**src/rtl/mips_pkg.sv**
```systemverilog
// ============================================================================
//  Module      : mips_pkg
//  Description : Shared MIPS definitions: opcode/funct enums, multi-cycle
//                controller state type, mux encodings and ALU control codes.
//                MIPS_MC_ILLEGAL_TRAP_EN adds the ILLEGAL controller state.
//  Revision    : 1.0 - multi-cycle controller support
// ============================================================================
`default_nettype none

package mips_pkg;

    localparam int MC_STATE_W = 5;

    typedef enum logic [5:0] {
        OP_RTYPE = 6'h00,
        OP_J     = 6'h02,
        OP_JAL   = 6'h03,
        OP_BEQ   = 6'h04,
        OP_ADDI  = 6'h08,
        OP_LW    = 6'h23,
        OP_SW    = 6'h2B
    } opcode_t;

    typedef enum logic [5:0] {
        F_SLL  = 6'h00,
        F_SRL  = 6'h02,
        F_SRA  = 6'h03,
        F_SLLV = 6'h04,
        F_SRLV = 6'h06,
        F_SRAV = 6'h07,
        F_JR   = 6'h08,
        F_JALR = 6'h09,
        F_MFHI = 6'h10,
        F_MTHI = 6'h11,
        F_MFLO = 6'h12,
        F_MTLO = 6'h13,
        F_MULT = 6'h18,
        F_DIV  = 6'h1A,
        F_ADD  = 6'h20,
        F_SUB  = 6'h22,
        F_AND  = 6'h24,
        F_OR   = 6'h25,
        F_XOR  = 6'h26,
        F_NOR  = 6'h27,
        F_SLT  = 6'h2A
    } funct_t;

    typedef enum logic [MC_STATE_W-1:0] {
        S_FETCH    = 5'd0,
        S_DECODE   = 5'd1,
        S_MEMADR   = 5'd2,
        S_MEMRD    = 5'd3,
        S_MEMWB    = 5'd4,
        S_MEMWR    = 5'd5,
        S_EXEC     = 5'd6,
        S_ALUWB    = 5'd7,
        S_HLWB     = 5'd8,
        S_MDU_WAIT = 5'd9,
        S_BRANCH   = 5'd10,
        S_ADDIEX   = 5'd11,
        S_ADDIWB   = 5'd12,
        S_JUMP     = 5'd13,
        S_JAL      = 5'd14
`ifdef MIPS_MC_ILLEGAL_TRAP_EN
        ,S_ILLEGAL = 5'd15
`endif
    } mc_state_t;

    localparam logic [1:0] c_srcb_rt      = 2'b00;
    localparam logic [1:0] c_srcb_four    = 2'b01;
    localparam logic [1:0] c_srcb_imm     = 2'b10;
    localparam logic [1:0] c_srcb_imm_sl2 = 2'b11;

    localparam logic [1:0] c_pcsrc_alu    = 2'b00;
    localparam logic [1:0] c_pcsrc_aluout = 2'b01;
    localparam logic [1:0] c_pcsrc_jump   = 2'b10;
    localparam logic [1:0] c_pcsrc_rs     = 2'b11;

    localparam logic [2:0] c_wb_aluout = 3'b000;
    localparam logic [2:0] c_wb_mdr    = 3'b001;
    localparam logic [2:0] c_wb_hi     = 3'b010;
    localparam logic [2:0] c_wb_lo     = 3'b011;
    localparam logic [2:0] c_wb_pc     = 3'b100;

    localparam logic [1:0] c_regdst_rt = 2'b00;
    localparam logic [1:0] c_regdst_rd = 2'b01;
    localparam logic [1:0] c_regdst_ra = 2'b10;

    localparam logic [1:0] c_hilo_none = 2'b00;
    localparam logic [1:0] c_hilo_rs   = 2'b01;
    localparam logic [1:0] c_hilo_div  = 2'b10;
    localparam logic [1:0] c_hilo_mult = 2'b11;

    // Controller-to-decoder ALU request
    localparam logic [1:0] c_aluop_none  = 2'b00;
    localparam logic [1:0] c_aluop_add   = 2'b01;
    localparam logic [1:0] c_aluop_sub   = 2'b10;
    localparam logic [1:0] c_aluop_funct = 2'b11;

    localparam logic [3:0] c_alu_idle = 4'b0000;
    localparam logic [3:0] c_alu_and  = 4'b0000;
    localparam logic [3:0] c_alu_or   = 4'b0001;
    localparam logic [3:0] c_alu_add  = 4'b0010;
    localparam logic [3:0] c_alu_xor  = 4'b0011;
    localparam logic [3:0] c_alu_nor  = 4'b0100;
    localparam logic [3:0] c_alu_sub  = 4'b0110;
    localparam logic [3:0] c_alu_slt  = 4'b0111;
    localparam logic [3:0] c_alu_sll  = 4'b1000;
    localparam logic [3:0] c_alu_srl  = 4'b1001;
    localparam logic [3:0] c_alu_sra  = 4'b1010;
    localparam logic [3:0] c_alu_sllv = 4'b1011;
    localparam logic [3:0] c_alu_srlv = 4'b1100;
    localparam logic [3:0] c_alu_srav = 4'b1101;

endpackage

`default_nettype wire

```
**src/rtl/mips_alu_decoder.sv**
```systemverilog
// ============================================================================
//  Module      : mips_alu_decoder
//  Description : Combinational ALU control decode from controller request
//                and R-type funct field.
//  Revision    : 1.0 - initial release
// ============================================================================
`default_nettype none

module mips_alu_decoder
    import mips_pkg::*;
#(
    parameter int ALU_CTRL_WIDTH = 4
) (
    input  logic [1:0]                aluop,
    input  logic [5:0]                funct,
    output logic [ALU_CTRL_WIDTH-1:0] alucontrl
);

    logic [3:0] w_code;

    always_comb begin
        w_code = c_alu_add;
        case (aluop)
            c_aluop_none: w_code = c_alu_idle;
            c_aluop_add:  w_code = c_alu_add;
            c_aluop_sub:  w_code = c_alu_sub;
            default: begin
                case (funct)
                    F_AND:   w_code = c_alu_and;
                    F_OR:    w_code = c_alu_or;
                    F_ADD:   w_code = c_alu_add;
                    F_XOR:   w_code = c_alu_xor;
                    F_NOR:   w_code = c_alu_nor;
                    F_SUB:   w_code = c_alu_sub;
                    F_SLT:   w_code = c_alu_slt;
                    F_SLL:   w_code = c_alu_sll;
                    F_SRL:   w_code = c_alu_srl;
                    F_SRA:   w_code = c_alu_sra;
                    F_SLLV:  w_code = c_alu_sllv;
                    F_SRLV:  w_code = c_alu_srlv;
                    F_SRAV:  w_code = c_alu_srav;
                    default: w_code = c_alu_add;
                endcase
            end
        endcase
    end

    assign alucontrl = ALU_CTRL_WIDTH'(w_code);

endmodule

`default_nettype wire

```
**src/rtl/mips_mc_controller.sv**
```systemverilog
// ============================================================================
//  Module      : mips_mc_controller
//  Description : Multi-cycle MIPS control FSM with MDU start/done handshake.
//                MIPS_MC_ILLEGAL_TRAP_EN adds a sticky illegal-opcode trap.
//  Revision    : 1.0 - initial release
// ============================================================================
`default_nettype none

module mips_mc_controller
    import mips_pkg::*;
#(
    parameter int INSTR_WIDTH    = 32,
    parameter int ALU_CTRL_WIDTH = 4,
    parameter int STATE_WIDTH    = 5
) (
    input  logic                      clk,
    input  logic                      rst_n,
    input  logic [INSTR_WIDTH-1:0]    instr,
    input  logic                      zero,
    input  logic                      mdu_done,
    output logic                      pc_write,
    output logic                      iord,
    output logic                      mem_write,
    output logic                      ir_write,
    output logic                      reg_write,
    output logic [1:0]                regdst,
    output logic [2:0]                write_back_sel,
    output logic                      alusrca,
    output logic [1:0]                alusrcb,
    output logic [1:0]                pcsrc,
    output logic [ALU_CTRL_WIDTH-1:0] alucontrl,
    output logic                      hi_write,
    output logic                      lo_write,
    output logic [1:0]                hi_select,
    output logic [1:0]                lo_select,
    output logic                      mdu_start,
`ifdef MIPS_MC_ILLEGAL_TRAP_EN
    output logic                      illegal_instr,
`endif
    output logic [STATE_WIDTH-1:0]    state
);

    mc_state_t  r_state;
    mc_state_t  w_next;
    logic [1:0] w_aluop;
    logic [5:0] w_opcode;
    logic [5:0] w_funct;
    logic       w_unused;

    assign w_opcode = instr[INSTR_WIDTH-1 -: 6];
    assign w_funct  = instr[5:0];
    assign w_unused = ^instr[INSTR_WIDTH-7:6];

    always_ff @(posedge clk or negedge rst_n) begin
        if (!rst_n) begin
            r_state <= S_FETCH;
        end else begin
            r_state <= w_next;
        end
    end

    always_comb begin
        w_next         = S_FETCH;
        pc_write       = 1'b0;
        iord           = 1'b0;
        mem_write      = 1'b0;
        ir_write       = 1'b0;
        reg_write      = 1'b0;
        regdst         = c_regdst_rt;
        write_back_sel = c_wb_aluout;
        alusrca        = 1'b0;
        alusrcb        = c_srcb_rt;
        pcsrc          = c_pcsrc_alu;
        w_aluop        = c_aluop_none;
        hi_write       = 1'b0;
        lo_write       = 1'b0;
        hi_select      = c_hilo_none;
        lo_select      = c_hilo_none;
        mdu_start      = 1'b0;

        case (r_state)
            S_FETCH: begin
                ir_write = 1'b1;
                pc_write = 1'b1;
                alusrcb  = c_srcb_four;
                w_aluop  = c_aluop_add;
                w_next   = S_DECODE;
            end
            S_DECODE: begin
                alusrcb = c_srcb_imm_sl2;
                w_aluop = c_aluop_add;
                case (w_opcode)
                    OP_LW, OP_SW: w_next = S_MEMADR;
                    OP_RTYPE:     w_next = S_EXEC;
                    OP_BEQ:       w_next = S_BRANCH;
                    OP_ADDI:      w_next = S_ADDIEX;
                    OP_J:         w_next = S_JUMP;
                    OP_JAL:       w_next = S_JAL;
`ifdef MIPS_MC_ILLEGAL_TRAP_EN
                    default:      w_next = S_ILLEGAL;
`else
                    default:      w_next = S_FETCH;
`endif
                endcase
            end
            S_MEMADR: begin
                alusrca = 1'b1;
                alusrcb = c_srcb_imm;
                w_aluop = c_aluop_add;
                w_next  = (w_opcode == OP_SW) ? S_MEMWR : S_MEMRD;
            end
            S_MEMRD: begin
                iord   = 1'b1;
                w_next = S_MEMWB;
            end
            S_MEMWB: begin
                reg_write      = 1'b1;
                regdst         = c_regdst_rt;
                write_back_sel = c_wb_mdr;
            end
            S_MEMWR: begin
                iord      = 1'b1;
                mem_write = 1'b1;
            end
            S_EXEC: begin
                alusrca = 1'b1;
                alusrcb = c_srcb_rt;
                w_aluop = c_aluop_funct;
                case (w_funct)
                    F_MULT, F_DIV: begin
                        mdu_start = 1'b1;
                        w_next    = S_MDU_WAIT;
                    end
                    F_MFHI, F_MFLO: w_next = S_HLWB;
                    F_MTHI: begin
                        hi_write  = 1'b1;
                        hi_select = c_hilo_rs;
                    end
                    F_MTLO: begin
                        lo_write  = 1'b1;
                        lo_select = c_hilo_rs;
                    end
                    F_JR: begin
                        pcsrc    = c_pcsrc_rs;
                        pc_write = 1'b1;
                    end
                    F_JALR: begin
                        pcsrc          = c_pcsrc_rs;
                        pc_write       = 1'b1;
                        reg_write      = 1'b1;
                        regdst         = c_regdst_ra;
                        write_back_sel = c_wb_pc;
                    end
                    default: w_next = S_ALUWB;
                endcase
            end
            S_ALUWB: begin
                reg_write      = 1'b1;
                regdst         = c_regdst_rd;
                write_back_sel = c_wb_aluout;
            end
            S_HLWB: begin
                reg_write      = 1'b1;
                regdst         = c_regdst_rd;
                write_back_sel = (w_funct == F_MFLO) ? c_wb_lo : c_wb_hi;
            end
            // A done pulse coinciding with mdu_start is never seen here, since
            // that cycle is spent in EXEC.
            S_MDU_WAIT: begin
                if (mdu_done) begin
                    hi_write  = 1'b1;
                    lo_write  = 1'b1;
                    hi_select = (w_funct == F_MULT) ? c_hilo_mult : c_hilo_div;
                    lo_select = (w_funct == F_MULT) ? c_hilo_mult : c_hilo_div;
                end else begin
                    w_next = S_MDU_WAIT;
                end
            end
            S_BRANCH: begin
                alusrca  = 1'b1;
                w_aluop  = c_aluop_sub;
                pcsrc    = c_pcsrc_aluout;
                pc_write = zero;
            end
            S_ADDIEX: begin
                alusrca = 1'b1;
                alusrcb = c_srcb_imm;
                w_aluop = c_aluop_add;
                w_next  = S_ADDIWB;
            end
            S_ADDIWB: begin
                reg_write      = 1'b1;
                regdst         = c_regdst_rt;
                write_back_sel = c_wb_aluout;
            end
            S_JUMP: begin
                pcsrc    = c_pcsrc_jump;
                pc_write = 1'b1;
            end
            S_JAL: begin
                pcsrc          = c_pcsrc_jump;
                pc_write       = 1'b1;
                reg_write      = 1'b1;
                regdst         = c_regdst_ra;
                write_back_sel = c_wb_pc;
            end
`ifdef MIPS_MC_ILLEGAL_TRAP_EN
            S_ILLEGAL: w_next = S_ILLEGAL;
`endif
            default: w_next = S_FETCH;
        endcase

        // Held reset silences every control output, including FETCH's.
        if (!rst_n) begin
            pc_write       = 1'b0;
            iord           = 1'b0;
            mem_write      = 1'b0;
            ir_write       = 1'b0;
            reg_write      = 1'b0;
            regdst         = c_regdst_rt;
            write_back_sel = c_wb_aluout;
            alusrca        = 1'b0;
            alusrcb        = c_srcb_rt;
            pcsrc          = c_pcsrc_alu;
            w_aluop        = c_aluop_none;
            hi_write       = 1'b0;
            lo_write       = 1'b0;
            hi_select      = c_hilo_none;
            lo_select      = c_hilo_none;
            mdu_start      = 1'b0;
        end
    end

    mips_alu_decoder #(
        .ALU_CTRL_WIDTH (ALU_CTRL_WIDTH)
    ) u_alu_decoder (
        .aluop     (w_aluop),
        .funct     (w_funct),
        .alucontrl (alucontrl)
    );

`ifdef MIPS_MC_ILLEGAL_TRAP_EN
    assign illegal_instr = rst_n && (r_state == S_ILLEGAL);
`endif

    assign state = STATE_WIDTH'(r_state);

endmodule

`default_nettype wire
```
**config.mk**
```make
export PLATFORM = sky130hd
export DESIGN_NAME = mips_mc_controller
export DESIGN_NICKNAME = d
export VERILOG_FILES = /design/src/rtl/mips_pkg.sv /design/src/rtl/mips_alu_decoder.sv /design/src/rtl/mips_mc_controller.sv
export SDC_FILE = /design/constraint.sdc
export NUM_CORES = 1
export LEC_CHECK = 0
export CAP_MARGIN = 20
export CORE_UTILIZATION = 42
export CTS_BUF_LIST = sky130_fd_sc_hd__clkbuf_4 sky130_fd_sc_hd__clkbuf_8
export CTS_CLUSTER_DIAMETER = 100
export DETAILED_ROUTE_END_ITERATION = 10
export PLACE_DENSITY = 0.92
export SETUP_SLACK_MARGIN = 0.4
export SYNTH_ARGS = -nofsm -noshare
export SYNTH_HDL_FRONTEND = slang
export SYNTH_SLANG_ARGS = --single-unit
```
**constraint.sdc**
```tcl
create_clock -name clk -period 3.15 [get_ports clk]
set_clock_uncertainty 0.05 [all_clocks]
set_input_delay 0.315 -clock clk [delete_from_list [all_inputs] [get_ports clk]]
set_output_delay 0.315 -clock clk [all_outputs]
set_load 0.02 [all_outputs]
```
==> results.sh <==
export IMPL_port_buffers=45
export IMPL_tritoncts="built"
export IMPL_grt_overflow_total=0
export IMPL_maxCapViolations=0
export IMPL_postCtsHoldBufs=0
export IMPL_synth_cells=161
export IMPL_num_rows=18
export IMPL_ys_dominant_reg_cell="sky130_fd_sc_hd__dfrtp_1"
export IMPL_sequence_of_cells_on_the_critical_path="clkdlybuf4s50_1, nor4b_4, o21a_2, a21oi_1, o22ai_1, clkdlybuf4s50_1"
export IMPL_wl_met3_um=224
export IMPL_diodes=0
export IMPL_share_of_post_route_cells_with_drive_strength_above_1=0.133
export IMPL_antenna_found_initial=0
export IMPL_layout_cells_most_common_list="35 x sky130_fd_sc_hd__clkdlybuf4s50_1, 21 x sky130_fd_sc_hd__nor2_1, 11 x sky130_fd_sc_hd__nand2_1"
export IMPL_setup_tns_ps=0
export IMPL_grt_pass1_vias=1182
export IMPL_clock_sinks=4
export IMPL_power_switching_fraction=0.476
export IMPL_largest_register_ffs=4
export IMPL_cpMostUsedCell="sky130_fd_sc_hd__clkdlybuf4s50_1"
export IMPL_multiInputGateArea_um2=926
export IMPL_wirelength_um=3040
export IMPL_initial_utilization=0.451
export IMPL_worst_path_buf_inv=2
export IMPL_synth_simple_gate_area_frac=0.435
export IMPL_routedWlPerCell_um=13.1
export IMPL_hpwl_after_detailed_placement_um=2380
export IMPL_hold_path_class="primary input to asynchronous set/reset pin"
export IMPL_power_report_internal_total_mw=0.324
export IMPL_share_of_synthesized_registers_carrying_an_async_set_or_reset=1.00
export IMPL_vias_per_cell=5.67
export IMPL_synth_area_per_cell_um2=7.00
export IMPL_first_pass_iters=4
export IMPL_endpoint_kind="primary output"
export IMPL_route_top_layer_used="met4"
export IMPL_layoutNonFillerInstCount=233
export IMPL_synthDominantCellAreaShare=0.0888
export IMPL_synth_to_layout_area_growth_pct=44.0
export IMPL_clock_tree_root_cell="sky130_fd_sc_hd__clkbuf_4"
export IMPL_power_net_switching_mw=0.294
export IMPL_cts_made_buffers=3
export IMPL_worst_path_largest_cell_delay_ps=620
export IMPL_max_freq_mhz=376
export IMPL_die_area_um2=2900
export IMPL_gpl_final_weighted_congestion=0.880
export IMPL_total_leakage_power_nw=0.689
export IMPL_dr_first_iter_drc_count=57
export IMPL_drt_drc_violations_left=0
export IMPL_synth_top_cell_by_area="sky130_fd_sc_hd__dfrtp_1"
export IMPL_dr_total_vias=1322
export IMPL_detailroute_wirelength_met2_um=1540
export IMPL_die_h_um=53.8
export IMPL_cp_top_family="buffers and inverters"
export IMPL_utilization=0.649
export IMPL_final_min_period_over_clock_period=0.845
export IMPL_power_per_cell_area_nw_per_um2=380
export IMPL_timing_hold_violations_final=0
export IMPL_final_antenna_net_count=0
export IMPL_sequential_cell_area_um2=101
export IMPL_m1WireLength_um=1260
export IMPL_setup_repair_after_global_routing_missed_its_margin="no"
export IMPL_post_synth_instance_area_um2=1130
export IMPL_cp_start_kind="primary input"
export IMPL_share_comb_of_total_power=0.736
export IMPL_relative_contribution_of_the_clock_network_to_total_power=0.100
export IMPL_place_area_um2=1570
export IMPL_synth_sequential_area_ratio=0.0888
export IMPL_final_max_slew_violation_count=0
export IMPL_cts_clk_slew_worst_paths_ps=40
export IMPL_clk_latency_ps=230
export IMPL_synth_fa_ha_area_frac=0.0777
export IMPL_vdd_drop_max_v=0.000327
export IMPL_path_class="primary input to primary output"
export IMPL_power_frac_seq=0.163
export IMPL_critPathRequiredTime_ps=2780
export IMPL_synthesis_yosys_warnings=0
export IMPL_final_common_cell="sky130_fd_sc_hd__clkdlybuf4s50_1"
export IMPL_ctsLongestPathBuffers=2
export IMPL_io_pin_count=67
export IMPL_share_of_the_synthesized_netlist_area_taken_by_xor_and_xnor_gates=0.0466
export IMPL_finalSetupViolCount=0
export IMPL_arrival_ps=2300
export IMPL_period_minus_slack_ps=2660
export IMPL_placeableCoreArea_um2=2500
export IMPL_yosys_mux_area_fraction=0
export IMPL_synth_lib_cells_used_distinct=53
export IMPL_synth_seq_cells=4
export IMPL_fillerInstances=218
export IMPL_synth_enable_flop_cells=0
export IMPL_critical_path_fanouts_max=6
export IMPL_grt_pass1_wl_um=4980
export IMPL_synthesized_area_fraction_occupied_by_ao_oa_aoi_and_oai_cells=0.232
export IMPL_nNetsFinal=248
export IMPL_grt_usage=0.230
export IMPL_syn_num_nets=204
export IMPL_floorplan_die_width_um=53.8
export IMPL_htree_levels=1
export IMPL_post_cts_setup_buffers=0
export IMPL_run_status="finished clean"
export IMPL_final_cell_area_um2=1620
export IMPL_main_combinational_cell_family_by_area_after_synthesis="simple AND/OR/NAND/NOR gates"
export IMPL_slowest_stage="sky130_fd_sc_hd__clkdlybuf4s50_1"
export IMPL_synth_top_cells_by_area="sky130_fd_sc_hd__dfrtp_1 8.9%, sky130_fd_sc_hd__ha_1 7.8%, sky130_fd_sc_hd__nor2_1 7.0%"
export IMPL_cell_total_after_placement=230
export IMPL_grt_max_degree=19
power groups by stage:
stage / clock network [mW] / registers (mW) / logic, mW
after detailed placement: 0 / 0.0978 / 0.447
after global placement: 0 / 0.0968 / 0.437
after global routing: 0.0669 / 0.104 / 0.493
after floorplan: 0 / 0.0899 / 0.311
after CTS: 0.0643 / 0.0991 / 0.447
final: 0.0620 / 0.101 / 0.454
per-layer routing:
layer	global-route usage	vias up
met4	0.0658	0
met3	0.0282	4
met2	0.422	65
met5	0	-
met1	0.273	601
li1	-	652
stage by stage:
stage	hold WS, ps	total power [mW]	worst slack [ps]
floorplan	-30.6	0.401	674
global placement	689	0.534	336
detailed placement	691	0.545	322
CTS	445	0.611	419
global route	475	0.664	407
finish	464	0.617	489
cells by family (layout without fill, tap and decap cells):
| logic type | Yosys count | count (layout) |
|---|---|---|
| fa+ha+maj | 7 | 7 |
| simple gates | 83 | 83 |
| flops | 4 | 4 |
| compound gates | 39 | 39 |
| other cells | 1 | 1 |
| buf+inv | 21 | 63 |
| xor+xnor | 6 | 6 |
worst reg2reg max path, stage by stage (launching register included):
cell and delay, ps:
sky130_fd_sc_hd__dfrtp_1 500, sky130_fd_sc_hd__buf_4 240, sky130_fd_sc_hd__or2_2 360, sky130_fd_sc_hd__nor4_4 270, sky130_fd_sc_hd__o21ai_0 160, sky130_fd_sc_hd__o221ai_1 100
cell type report:
cell class,instances,area share
clock buffers,3,0.0139
inverters,7,0.0162
multi-input cells,136,0.571
flip-flops and latches,4,0.0625
well taps,30,0.0231
repair buffers,53,0.314
cell usage after synthesis (all sizes together) (2+ instances only):
cell and instances:
dfrtp 4, nor3 6, a32oi 2, xnor2 5
and2 3, a31oi 3, nand3 5, nand2 11
nand3b 3, or2 2, o21a 3, ha 7
a21o 2, o21ai 6, nor2 21, nor2b 10
nand2b 6, clkbuf 6, buf 8, nor3b 2
o22ai 2, o211ai 2, a21oi 11, and3 4
inv 7, nor4 2
final timing paths:
check / cells after the start / endpoint / slack (ps) / start
max: 6 / pc_write / 490 / instr[5]
max in group asynchronous: 2 / state[0]$_DFF_PN0_ / 2420 / rst_n
max reg2reg: 5 / state[3]$_DFF_PN0_ / 1370 / state[2]$_DFF_PN0_
min reg2reg: 2 / state[3]$_DFF_PN0_ / 710 / state[0]$_DFF_PN0_
min: 2 / state[1]$_DFF_PN0_ / 460 / rst_n
min in group clk: 2 / state[3]$_DFF_PN0_ / 710 / state[0]$_DFF_PN0_
repair_timing:
item                       CTS  global route
cloned                       0             0
resized for setup           10             7
setup endpoints to repair   10             6
(Power assumes the default switching activity.)
